[src/rtl/pricing_pkg.sv]
// Shared types and helpers for the Monte-Carlo pricing aggregator.
package pricing_pkg;

    typedef enum logic [1:0] {
        IDLE   = 2'd0,
        RUN    = 2'd1,
        REDUCE = 2'd2
    } state_t;

    localparam logic MODE_CALL = 1'b0;
    localparam logic MODE_PUT  = 1'b1;

    // Summing 2^log2_paths payoffs of data_w bits never needs more than this.
    function automatic int acc_w(input int data_w, input int log2_paths);
        return data_w + log2_paths;
    endfunction

endpackage

[src/rtl/pricing_lane_acc.sv]
// Single payoff accumulator lane; cleared at the start of each run.
module pricing_lane_acc #(
    parameter int ACC_W = 22
) (
    input  logic             clk,
    input  logic             rst_n,
    input  logic             clr,
    input  logic             en,
    input  logic [ACC_W-1:0] add_in,
    output logic [ACC_W-1:0] acc
);

    // Accumulate the payoffs routed to this lane.
    always_ff @(posedge clk or negedge rst_n) begin
        if (!rst_n) begin
            acc <= '0;
        end else if (clr) begin
            acc <= '0;
        end else if (en) begin
            acc <= acc + add_in;
        end
    end

endmodule

[src/rtl/pricing_aggregator.sv]
// Averages call/put payoffs of a stream of terminal prices over one Monte-Carlo run.
// States:
//   IDLE   | waiting for start, holding the last price
//   RUN    | accepting samples, spreading payoffs round-robin over the lanes
//   REDUCE | folding one lane per cycle into the total, then publishing the price
module pricing_aggregator
    import pricing_pkg::*;
#(
    parameter int DATA_W     = 12,
    parameter int NUM_LANES  = 4,
    parameter int LOG2_PATHS = 10
) (
    input  logic              clk,
    input  logic              rst_n,
    input  logic              start,
    input  logic              mode,
    input  logic [DATA_W-1:0] K,
    input  logic              in_valid,
    output logic              in_ready,
    input  logic [DATA_W-1:0] path,
    output logic [DATA_W-1:0] price,
    output logic              price_valid,
    output logic              busy
);

    localparam int ACC_W  = acc_w(DATA_W, LOG2_PATHS);
    localparam int LANE_W = (NUM_LANES > 1) ? $clog2(NUM_LANES) : 1;
    localparam int CNT_W  = (LOG2_PATHS > 0) ? LOG2_PATHS : 1;
    localparam logic [CNT_W-1:0]  LAST_CNT  = CNT_W'((64'd1 << LOG2_PATHS) - 64'd1);
    localparam logic [LANE_W-1:0] LAST_LANE = LANE_W'(NUM_LANES - 1);

    state_t             state, state_nxt;
    logic               run_clr;
    logic               accept;
    logic               last_sample;
    logic               last_lane;
    logic [DATA_W-1:0]  K_r;
    logic               mode_r;
    logic [DATA_W-1:0]  payoff;
    logic [CNT_W-1:0]   cnt;
    logic [LANE_W-1:0]  lane_sel;
    logic [LANE_W-1:0]  idx;
    logic [ACC_W-1:0]   lane_acc [NUM_LANES];
    logic [ACC_W-1:0]   total;
    logic [ACC_W-1:0]   sum_nxt;
    logic [DATA_W-1:0]  price_nxt;

    assign in_ready    = (state == RUN);
    assign busy        = (state != IDLE);
    assign accept      = in_valid && in_ready;
    assign last_sample = (cnt == LAST_CNT);
    assign last_lane   = (idx == LAST_LANE);
    assign lane_sel    = LANE_W'(int'(cnt) % NUM_LANES);
    assign sum_nxt     = total + lane_acc[idx];
    // The average of DATA_W-bit payoffs always fits back into DATA_W bits.
    assign price_nxt   = DATA_W'(sum_nxt >> LOG2_PATHS);

    // Payoff of the offered sample against the latched strike; clamps at zero.
    always_comb begin
        payoff = '0;
        if (mode_r == MODE_CALL) begin
            if (path > K_r) payoff = path - K_r;
        end else begin
            if (K_r > path) payoff = K_r - path;
        end
    end

    // State register.
    always_ff @(posedge clk or negedge rst_n) begin
        if (!rst_n) state <= IDLE;
        else        state <= state_nxt;
    end

    // Next-state logic and run-start clear.
    always_comb begin
        state_nxt = state;
        run_clr   = 1'b0;
        case (state)
            IDLE: begin
                if (start) begin
                    run_clr   = 1'b1;
                    state_nxt = RUN;
                end
            end
            RUN: begin
                if (accept && last_sample) state_nxt = REDUCE;
            end
            REDUCE: begin
                if (last_lane) state_nxt = IDLE;
            end
            default: state_nxt = IDLE;
        endcase
    end

    for (genvar i = 0; i < NUM_LANES; i++) begin : g_lane
        pricing_lane_acc #(
            .ACC_W(ACC_W)
        ) u_lane (
            .clk   (clk),
            .rst_n (rst_n),
            .clr   (run_clr),
            .en    (accept && (lane_sel == LANE_W'(i))),
            .add_in(ACC_W'(payoff)),
            .acc   (lane_acc[i])
        );
    end

    // Run parameters, sample counter, lane reduction and the published price.
    always_ff @(posedge clk or negedge rst_n) begin
        if (!rst_n) begin
            K_r         <= '0;
            mode_r      <= MODE_CALL;
            cnt         <= '0;
            idx         <= '0;
            total       <= '0;
            price       <= '0;
            price_valid <= 1'b0;
        end else begin
            price_valid <= 1'b0;
            if (run_clr) begin
                K_r    <= K;
                mode_r <= mode;
                cnt    <= '0;
                idx    <= '0;
                total  <= '0;
            end
            // The counter wraps to zero on the last sample, ready for the next run.
            if (accept) cnt <= cnt + CNT_W'(1);
            if (state == REDUCE) begin
                total <= sum_nxt;
                idx   <= idx + LANE_W'(1);
                if (last_lane) begin
                    price       <= price_nxt;
                    price_valid <= 1'b1;
                end
            end
        end
    end

endmodule
[config.mk]
export PLATFORM = sky130hd
export DESIGN_NAME = pricing_aggregator
export DESIGN_NICKNAME = d
export VERILOG_FILES = /design/src/rtl/pricing_pkg.sv /design/src/rtl/pricing_lane_acc.sv /design/src/rtl/pricing_aggregator.sv
export SDC_FILE = /design/constraint.sdc
export NUM_CORES = 1
export LEC_CHECK = 0
export ABC_AREA = 1
export CORE_MARGIN = 5
export CORE_UTILIZATION = 30
export CTS_BUF_LIST = sky130_fd_sc_hd__clkbuf_2 sky130_fd_sc_hd__clkbuf_4 sky130_fd_sc_hd__clkbuf_8
export CTS_CLUSTER_DIAMETER = 80
export DETAILED_ROUTE_END_ITERATION = 12
export GPL_TIMING_DRIVEN = 0
export HOLD_SLACK_MARGIN = 0.12
export SYNTH_ARGS = -nofsm -noshare
export SYNTH_HDL_FRONTEND = slang
export SYNTH_SLANG_ARGS = --single-unit
[constraint.sdc]
create_clock -name clk -period 4.4 [get_ports clk]
set_clock_uncertainty 0.05 [all_clocks]
set_input_delay 0.66 -clock clk [delete_from_list [all_inputs] [get_ports clk]]
set_output_delay 0.66 -clock clk [all_outputs]
set_load 0.005 [all_outputs]
==> Word-level counts from Yosys, hierarchy flattened <==
Index checks and enable logic that the tools add are counted.
{ "word_totals": {"wordCells": 80, "regBits": 150, "output_inout_bits": 15} }
{ "classes": {"reduce_logical": 17, "order_cmp": 3, "n_eq_ne": 10, "add_sub_neg": 9, "bitwise": 1, "muxes": 28} }
{ "ops": {"columns": ["operator", "count"], "rows": [
  ["$mux 22", 12],
  ["$add 22x12->22", 4],
  ["$bmux 22 s2", 1],
  ["$mux 12", 3],
  ["$gt 12x12->1", 2],
  ["$sub 12x12->12", 2],
  ["$add 22x22->22", 1],
  ["$mux 10", 2],
  ["$reduce_bool 2->1", 7],
  ["$add 10x1->10 const B", 1],
  ["$eq 10x10->1 const B", 1],
  ["$mux 2", 5],
  ["$eq 2x2->1 const B", 4],
  ["$logic_and 1x1->1", 6],
  ["$pmux 2 s3", 1],
  ["$eq 2x1->1 const B", 2],
  ["$logic_not 2->1", 2],
  ["$mux 1", 4],
  ["$ne 2x2->1 const B", 2],
  ["$ge 3x3->1 const B", 1],
  ["$not 2->3", 1],
  ["$reduce_and 3->1", 1],
  ["$add 2x1->2 const B", 1],
  ["$ne 2x1->1 const B", 1],
  ["$reduce_and 2->1", 1]
]} }

==> Depth between registers and ports, before layout <==
Gate-level depths: netlist of the first run.
{ "depth": {"ltp_word": 6, "ltp_mapped": 27, "ltp_nobuf": 26} }

==> Cells and area by module <==
Synthesis of the first run repeated with hierarchy kept, for this count alone.
{ "unflattened": {"cells_unflattened": 2461, "hier_area_um2": 15185.8} }
{ "modules_own_cells": {"columns": ["module", "area_each_um2", "instances", "cells_per_inst"], "rows": [
  ["pricing_lane_acc at g_lane[1].u_lane ...", 2312.2, 3, 383],
  ["pricing_aggregator", 5930.7, 1, 929],
  ["pricing_lane_acc at g_lane[0].u_lane", 2318.5, 1, 383]
]} }

==> Worst setup path after synthesis of the first run <==
No wires, ideal clock.
{ "synth_path": {"path_type": "input to register", "startpoint": "input port path[0]", "endpoint": "register g_lane[3].u_lane.acc[14]", "arrival_time_ps": 3306, "cell_stages": 20, "n_path_buf": 0, "slack_ps": 925, "path_cell_list": "ha_1 -> inv_1 -> fa_1 -> a21oi_1 -> inv_1 -> nand2_1 -> nand3_1 -> nand2_2 -> inv_2 -> nand2_1 -> nand2_1 -> fa_1 -> nand3_1 -> nand2_1 -> nand2_1 -> nand3_1 -> nand2_1 -> nand2_1 -> a21oi_1 -> nor2_1"} }
{ "synth_between": {"elab_chain_len": 6, "word_cells_on_any_way": 10} }
{ "synth_rtl": {"columns": ["item", "line", "source"], "rows": [
  ["from (decl)", "pricing_aggregator.sv:20", "input logic [DATA_W-1:0] path,"],
  ["$sub 12x12->12 (tied with other cells)", "pricing_aggregator.sv:62", "if (path > K_r) payoff = path - K_r;"],
  ["$mux 12 (on tied branches)", "pricing_aggregator.sv:62, pricing_aggregator.sv:64", null],
  ["$mux 12 *", "pricing_aggregator.sv:61", "if (mode_r == MODE_CALL) begin"],
  ["$add 22x12->22 *", "pricing_lane_acc.sv:20", "acc <= acc + add_in;"],
  ["$mux 22 *", "pricing_lane_acc.sv:19", "end else if (en) begin"],
  ["$mux 22 *", "pricing_lane_acc.sv:17", "end else if (clr) begin"],
  ["to (signal assigned)", "pricing_lane_acc.sv:20", null],
  ["to (decl)", "pricing_lane_acc.sv:10", "output logic [ACC_W-1:0] acc"]
]} }
Mark *: on every way between the ends. The rest lies on a longest branch, timed or not. The select of a mux whose other input is x is not followed.
A chain may end at the register's enable or synchronous reset.

==> Worst setup path in the final report of the first run <==
{ "layout_path": {"startpoint": "input port path[0]", "endpoint": "register g_lane[0].u_lane.acc[12]"} }
{ "layout_between": {"elab_chain_len": 6, "word_cells_on_any_way": 10} }
{ "layout_rtl": {"columns": ["item", "line"], "rows": [
  ["$sub 12x12->12 (tied with other cells)", "pricing_aggregator.sv:62"],
  ["$mux 12 (on tied branches)", "pricing_aggregator.sv:62, pricing_aggregator.sv:64"],
  ["$mux 12 *", "pricing_aggregator.sv:61"],
  ["$add 22x12->22 *", "pricing_lane_acc.sv:20"],
  ["$mux 22 *", "pricing_lane_acc.sv:19"],
  ["$mux 22 *", "pricing_lane_acc.sv:17"],
  ["to (signal assigned)", "pricing_lane_acc.sv:20"],
  ["to (decl)", "pricing_lane_acc.sv:10"]
]} }
Marks and branches as above.

==> results of run 1 <==
## state kept, by name, indices dropped and copies added, names as in the netlist
| register | flops |
|---|---|
| price | 12 |
| mode_r | 1 |
| cnt | 10 |
| idx | 2 |
| K_r | 12 |
| price_valid | 1 |
| g_lane.u_lane.acc | 88 |
| state | 2 |
| total | 22 |
## power by group
part / total (W) / internal [W] / switching [W]
clock: 0.00121 / 0.000619 / 0.000593
combinational: 0.00363 / 0.00127 / 0.00236
sequential: 0.00193 / 0.00164 / 0.000282
total: 0.00677 / 0.00353 / 0.00324
## layout by cell type (no fill, tap or decap), types with 17 or more instances in the layout
master,Yosys,layout
a21oi_1,127,125
buf_2,18,18
clkbuf_8,0,17
clkdlybuf4s50_1,0,42
dfrtp_1,150,150
ha_1,106,105
inv_1,236,236
nand2_1,620,617
nand3_1,143,143
nand4_1,17,17
nor2_1,200,200
o21ai_0,120,116
o22ai_1,23,21
## layer usage
metal	share of wire, %	routed length (um)	track usage [%]	vias up
met4	3.1	1180	6.19	2
met5	0.023	9	0	-
met2	45	17400	27.3	313
li1	-	-	-	6352
met3	5.3	2060	3.62	62
met1	46	17900	21.8	5849
## metrics by stage
stage               utilization, %  power (W)  TNS, ns  hold slack (ns)  std cells
floorplan                        -    0.00450        0            0.314       1928
global placement              32.9    0.00542  -660.27            0.413       2510
detailed placement            33.0    0.00550   -25.11            0.415       2512
CTS                           34.0    0.00675        0            0.437       2543
global route                  34.1    0.00739   -0.165            0.453       2543
finish                        34.1    0.00677        0            0.428       2543
## repair_timing
action | CTS | global route
endpoints found under the hold margin | 65 | 0
setup endpoints to repair | 2 | 57
hold buffers | 1 | 0
resized for setup | 1 | 11
## layout make-up
type                    count  area, sq um  share of cell area (%)
clock inverters            12          179                    1.26
repair buffers             46          480                    3.37
well taps                 539          674                    4.74
clock buffers              18          241                    1.70
multi-input cells        1493         7780                    54.6
inverters                 246          925                    6.49
flip-flops and latches    150         3750                    26.4
plain buffers              39          206                    1.45
## final timing paths
check | startpoint | to | cells past startpoint
max | path[0] | g_lane[0].u_lane.acc[12]$_DFFE_PN0P_ | 23
min | price[5]$_DFFE_PN0P_ | price[5]$_DFFE_PN0P_ | 2
max reg2reg | K_r[0]$_DFFE_PN0P_ | g_lane[0].u_lane.acc[12]$_DFFE_PN0P_ | 22
min reg2reg | price[5]$_DFFE_PN0P_ | price[5]$_DFFE_PN0P_ | 2
max in group asynchronous | rst_n | g_lane[0].u_lane.acc[19]$_DFFE_PN0P_ | 3
min in group asynchronous | rst_n | g_lane[3].u_lane.acc[12]$_DFFE_PN0P_ | 2
## cells by family after synthesis
family                   synth area share [%]
buffers and inverters                    8.95
adder cells (fa/ha/maj)                  11.6
multiplexers                            0.168
AO/OA/AOI/OAI                            13.2
XOR/XNOR                                 1.73
flip-flops                               29.7
AND/OR/NAND/NOR                          34.6
## critical path, cell delays in order
cell	delay, ns
clkdlybuf4s50_1	0.43
inv_1	0.07
ha_1	0.17
inv_1	0.08
fa_1	0.47
nand2_1	0.11
nand2_1	0.10
nand2_1	0.09
nand3_1	0.09
nand2_2	0.23
inv_2	0.11
nand3_1	0.08
o21ai_1	0.30
ha_1	0.49
nand2_1	0.11
inv_1	0.09
nand2_1	0.06
nor2_1	0.15
nand2_1	0.07
nand3_1	0.12
nand2_1	0.12
o21ai_0	0.17
a21oi_1	0.06
==> reports/qor.yml, run 1 <==
status: "finished, final reports clean"
antennaDiodeCount: 0
worstPathArrival_ns: 4.44
die_y_um: 215
htreeDepth: 4
drv_cap: 0
synth_area_leaders: "dfrtp_1 30%, nand2_1 18%, ha_1 10%"
cts_root_buf: "clkbuf_8"
syn_area_sq_um: 12600
timing.final.ws_setup_ns: 0.279
fp-row-count: 75
area_growth_pct: 12.7
clockBufferDepth: 2
yosysTopAreaCellShare_pct: 29.7
slew_viol_final: 0
placed_area_sq_um: 13800
gp_congestion: 0.917
final_nets: 2135
ys_types: 45
ys_seq_elements: 150
ys_seq_area_share_pct: 29.7
ant_nets: 0
design_area_sq_um: 14200
wirelength_um: 38500
period_minus_slack_ns: 4.12
post-cts-setup-buffers: 0
powerDensity_nw_per_um2: 475
antenna_found_initial: 1
crit_type: "primary input to register"
avgViaCountPerCell: 4.95
reg2reg_slack_ns: 0.48
p_leak_nw: 7.75
cts_tree: "yes"
finalHoldViolCount: 0
clock_insertion_delay_worst_skew_ns: 0.50
avgSynthCellArea_sq_um: 6.55
ys.flop_type: "dfrtp_1"
vias: 12578
wl_per_cell_um: 15.1
first_global_vias: 12246
grtUsageTotal_pct: 16.7
synth_common_cells: "620 x nand2_1, 236 x inv_1, 200 x nor2_1"
synth_warnings: 0
setup_viol_count_final: 0
fillers: 4540
period_share_pct: 93.7
drive_above_1_share_pct: 5.19
grt_pass1_wl_um: 62800
grt_max_degree: 86
die_w_um: 215
peakVddDrop_mv: 0.248
synth_top_area_cell: "dfrtp_1"
drt_iter0_drc: 865
worstPathRequired_ns: 4.72
hp-class: "register to register"
ios: 44
end_kind: "register"
cp_max_fo: 8
synthCells: 1928
synth_nets: 2070
core_sq_um: 41800
cts_buffers: 17
pre_cts_slack_ns: -0.580
clk_pin_slew_ns: 0.08
post-dp-hpwl_um: 30300
synth.most_common_cell: "nand2_1"
rsz0062_at_grt: "yes"
start_util_pct: 30.3
dieArea_sq_um: 46300
critPathLaunchType: "primary input"
portBuffers: 43
synthArstFlopShare_pct: 100
slew_headroom_pct: 43.5
clock-sinks: 150
worstMarginPinSlew_ns: 0.843
max_freq_mhz: 243
firstDrtPassIters: 5
grt_overflow: 0
drc: 0
synth_edf_count: 0
(Power assumes the default switching activity.)
==> inputs of run 2 (changes only) <==
- CAP_MARGIN: not set -> 20
==> reports/qor.yml, run 2 (same netlist as run 1, synthesis figures left out) <==
start_util_pct: 30.3
slowest_stage: "clkdlybuf4s50_1"
dieArea_sq_um: 46300
max_freq_mhz: 242
drt_iter0_drc: 925
worstMarginPinSlew_ns: 0.778
drive_above_1_share_pct: 5.33
firstDrtPassIters: 5
gp_congestion: 0.917
multi_input_area_sq_um: 7790
largest_reg_flops: 88
worst_path_most_repeated_cell: "nand2_1"
layout_commonest_cell: "nand2_1"
core_sq_um: 41800
slew_viol_final: 0
dp_cells: 2515
critPathCapture: "g_lane[0].u_lane.acc[12]$_DFFE_PN0P_"
p_clk_share_pct: 17.3
critPathLaunchType: "primary input"
ff_latch_area_sq_um: 3750
cp.depth: 21
area_growth_pct: 12.9
clockBufferDepth: 2
worstRegToRegCells: 22
p_int_w: 0.00350
final_nets: 2138
clk_pin_slew_ns: 0.08
period_share_pct: 94.1
p_seq_share_pct: 28.6
placed_area_sq_um: 13800
wirelength_um: 38500
timing.final.ws_setup_ns: 0.260
avgViaCountPerCell: 4.92
fin_tns_setup_ns: 0
wl_per_cell_um: 15.1
peakVddDrop_mv: 0.242
regMostFlops: "g_lane.u_lane.acc"
htreeDepth: 4
ant_nets: 0
antennaDiodeCount: 0
powerDensity_nw_per_um2: 473
end_kind: "register"
post-cts-setup-buffers: 0
drv_cap: 0
clock_insertion_delay_worst_skew_ns: 0.52
vias: 12519
cts_tree: "yes"
clock-sinks: 150
cp_max_fo: 8
grt_overflow: 0
layout_common_cells: "617 x nand2_1, 236 x inv_1, 200 x nor2_1, 150 x dfrtp_1, 143 x nand3_1"
setup_viol_count_final: 0
status: "finished, final reports clean"
rsz0062_at_grt: "no"
first_global_vias: 12403
slew_headroom_pct: 48.1
p_switching_w: 0.00324
finalHoldViolCount: 0
die_y_um: 215
ios: 44
cts_buffers: 17
crit_buf_inv: 4
worstPathRequired_ns: 4.74
grt_pass1_wl_um: 63200
antenna_found_initial: 0
max_stage_delay_ns: 0.56
p_comb_share_pct: 54.1
portBuffers: 43
die_w_um: 215
cp-startpoint: "path[1]"
critPathTopFamily: "simple AND/OR/NAND/NOR gates"
grt_max_degree: 86
grtUsageTotal_pct: 16.8
post-dp-hpwl_um: 30500
fp-row-count: 75
fin_cells: 2547
fillers: 4503
reg_top3: "g_lane.u_lane.acc x88, total x22"
reg2reg_slack_ns: 0.45
p_leak_nw: 7.77
hp-class: "register to register"
worstReg2RegStart: "K_r[0]$_DFFE_PN0P_"
min_delay_path_depth: 2
crit_type: "primary input to register"
whs_ns: 0.429
period_minus_slack_ns: 4.14
timing.rr.end: "g_lane[0].u_lane.acc[12]$_DFFE_PN0P_"
worstPathArrival_ns: 4.48
cts_root_buf: "clkbuf_8"
pre_cts_slack_ns: -0.329
swShare_pct: 48.1
drc: 0
cp_cell_sequence: "clkdlybuf4s50_1, inv_1, fa_1, a21oi_1, inv_1, nand2_1, nand3_1, nand2_2, nor2_1, nand2_1, nand2_1, ha_1, nand2_1, inv_1, nand2_1, nor2_1, nand2_1, nand3_1, nand2_1, o21ai_0, a21oi_1"
design_area_sq_um: 14300
-- run 2: changes by cell type in the layout (fill, tap and decap cells not counted), sizes merged --
cell,before,now
buf,29,32
bufinv,4,3
clkinvlp,3,2
inv,247,246
clkbuf,31,32
clkinv,4,7
-- run 2: worst min-delay path by stage --
stage                          from                   end
2_1_floorplan                 rst_n    K_r[0]$_DFFE_PN0P_
3_3_place_gp   price[4]$_DFFE_PN0P_  price[4]$_DFFE_PN0P_
3_5_place_dp   price[2]$_DFFE_PN0P_  price[2]$_DFFE_PN0P_
4_1_cts        price[5]$_DFFE_PN0P_  price[5]$_DFFE_PN0P_
5_1_grt          cnt[9]$_DFFE_PN0P_    cnt[9]$_DFFE_PN0P_
6_report       price[4]$_DFFE_PN0P_  price[4]$_DFFE_PN0P_
-- run 2: power by group through the flow --
stage	sequential [W]	combinational [W]	clock (W)
2_1_floorplan	0.00185	0.00265	0
3_3_place_gp	0.00194	0.00348	0
3_5_place_dp	0.00195	0.00358	0
4_1_cts	0.00192	0.00360	0.00121
5_1_grt	0.00196	0.00415	0.00126
6_report	0.00193	0.00365	0.00117
-- run 2: worst reg2reg max path: stages (launching register included) --
cell	delay [ns]
dfrtp_1	0.39
inv_1	0.07
ha_1	0.17
inv_1	0.06
fa_1	0.46
a21oi_1	0.30
inv_1	0.10
nand2_1	0.07
nand3_1	0.09
nand2_2	0.22
nor2_1	0.09
nand2_1	0.06
nand2_1	0.25
ha_1	0.48
nand2_1	0.12
inv_1	0.08
nand2_1	0.07
nor2_1	0.16
nand2_1	0.07
nand3_1	0.12
nand2_1	0.12
o21ai_0	0.17
a21oi_1	0.06
-- run 2: area by class of cell --
class / instances / area share (%)
buffer: 39 / 1.45
clock buffer: 19 / 1.75
clock inverter: 12 / 1.09
inverter: 246 / 6.49
multi-input combinational: 1493 / 54.6
sequential: 150 / 26.3
tap: 539 / 4.73
timing repair buffer: 49 / 3.53
-- run 2: per-layer routing --
metal	vias to the layer above	GRT usage [%]	routed length, um	share of wire, %
li1	6360	-	-	-
met1	5779	21.6	17400	45
met2	315	27.4	17300	45
met3	65	3.88	2460	6.4
met4	0	6.68	1330	3.4
met5	-	0	0	0
-- run 2: repair_timing --
item / CTS / global route
endpoints found under the setup margin: 0 / 31
hold buffers: 1 / 0
endpoints found under the hold margin: 65 / 0
gates resized for setup: 0 / 11
-- run 2: through the flow --
step           utilization [%]  total power [W]
3_3_place_gp              32.9          0.00542
2_1_floorplan                -          0.00450
4_1_cts                   34.0          0.00673
6_report                  34.1          0.00674
5_1_grt                   34.1          0.00737
3_5_place_dp              33.0          0.00553
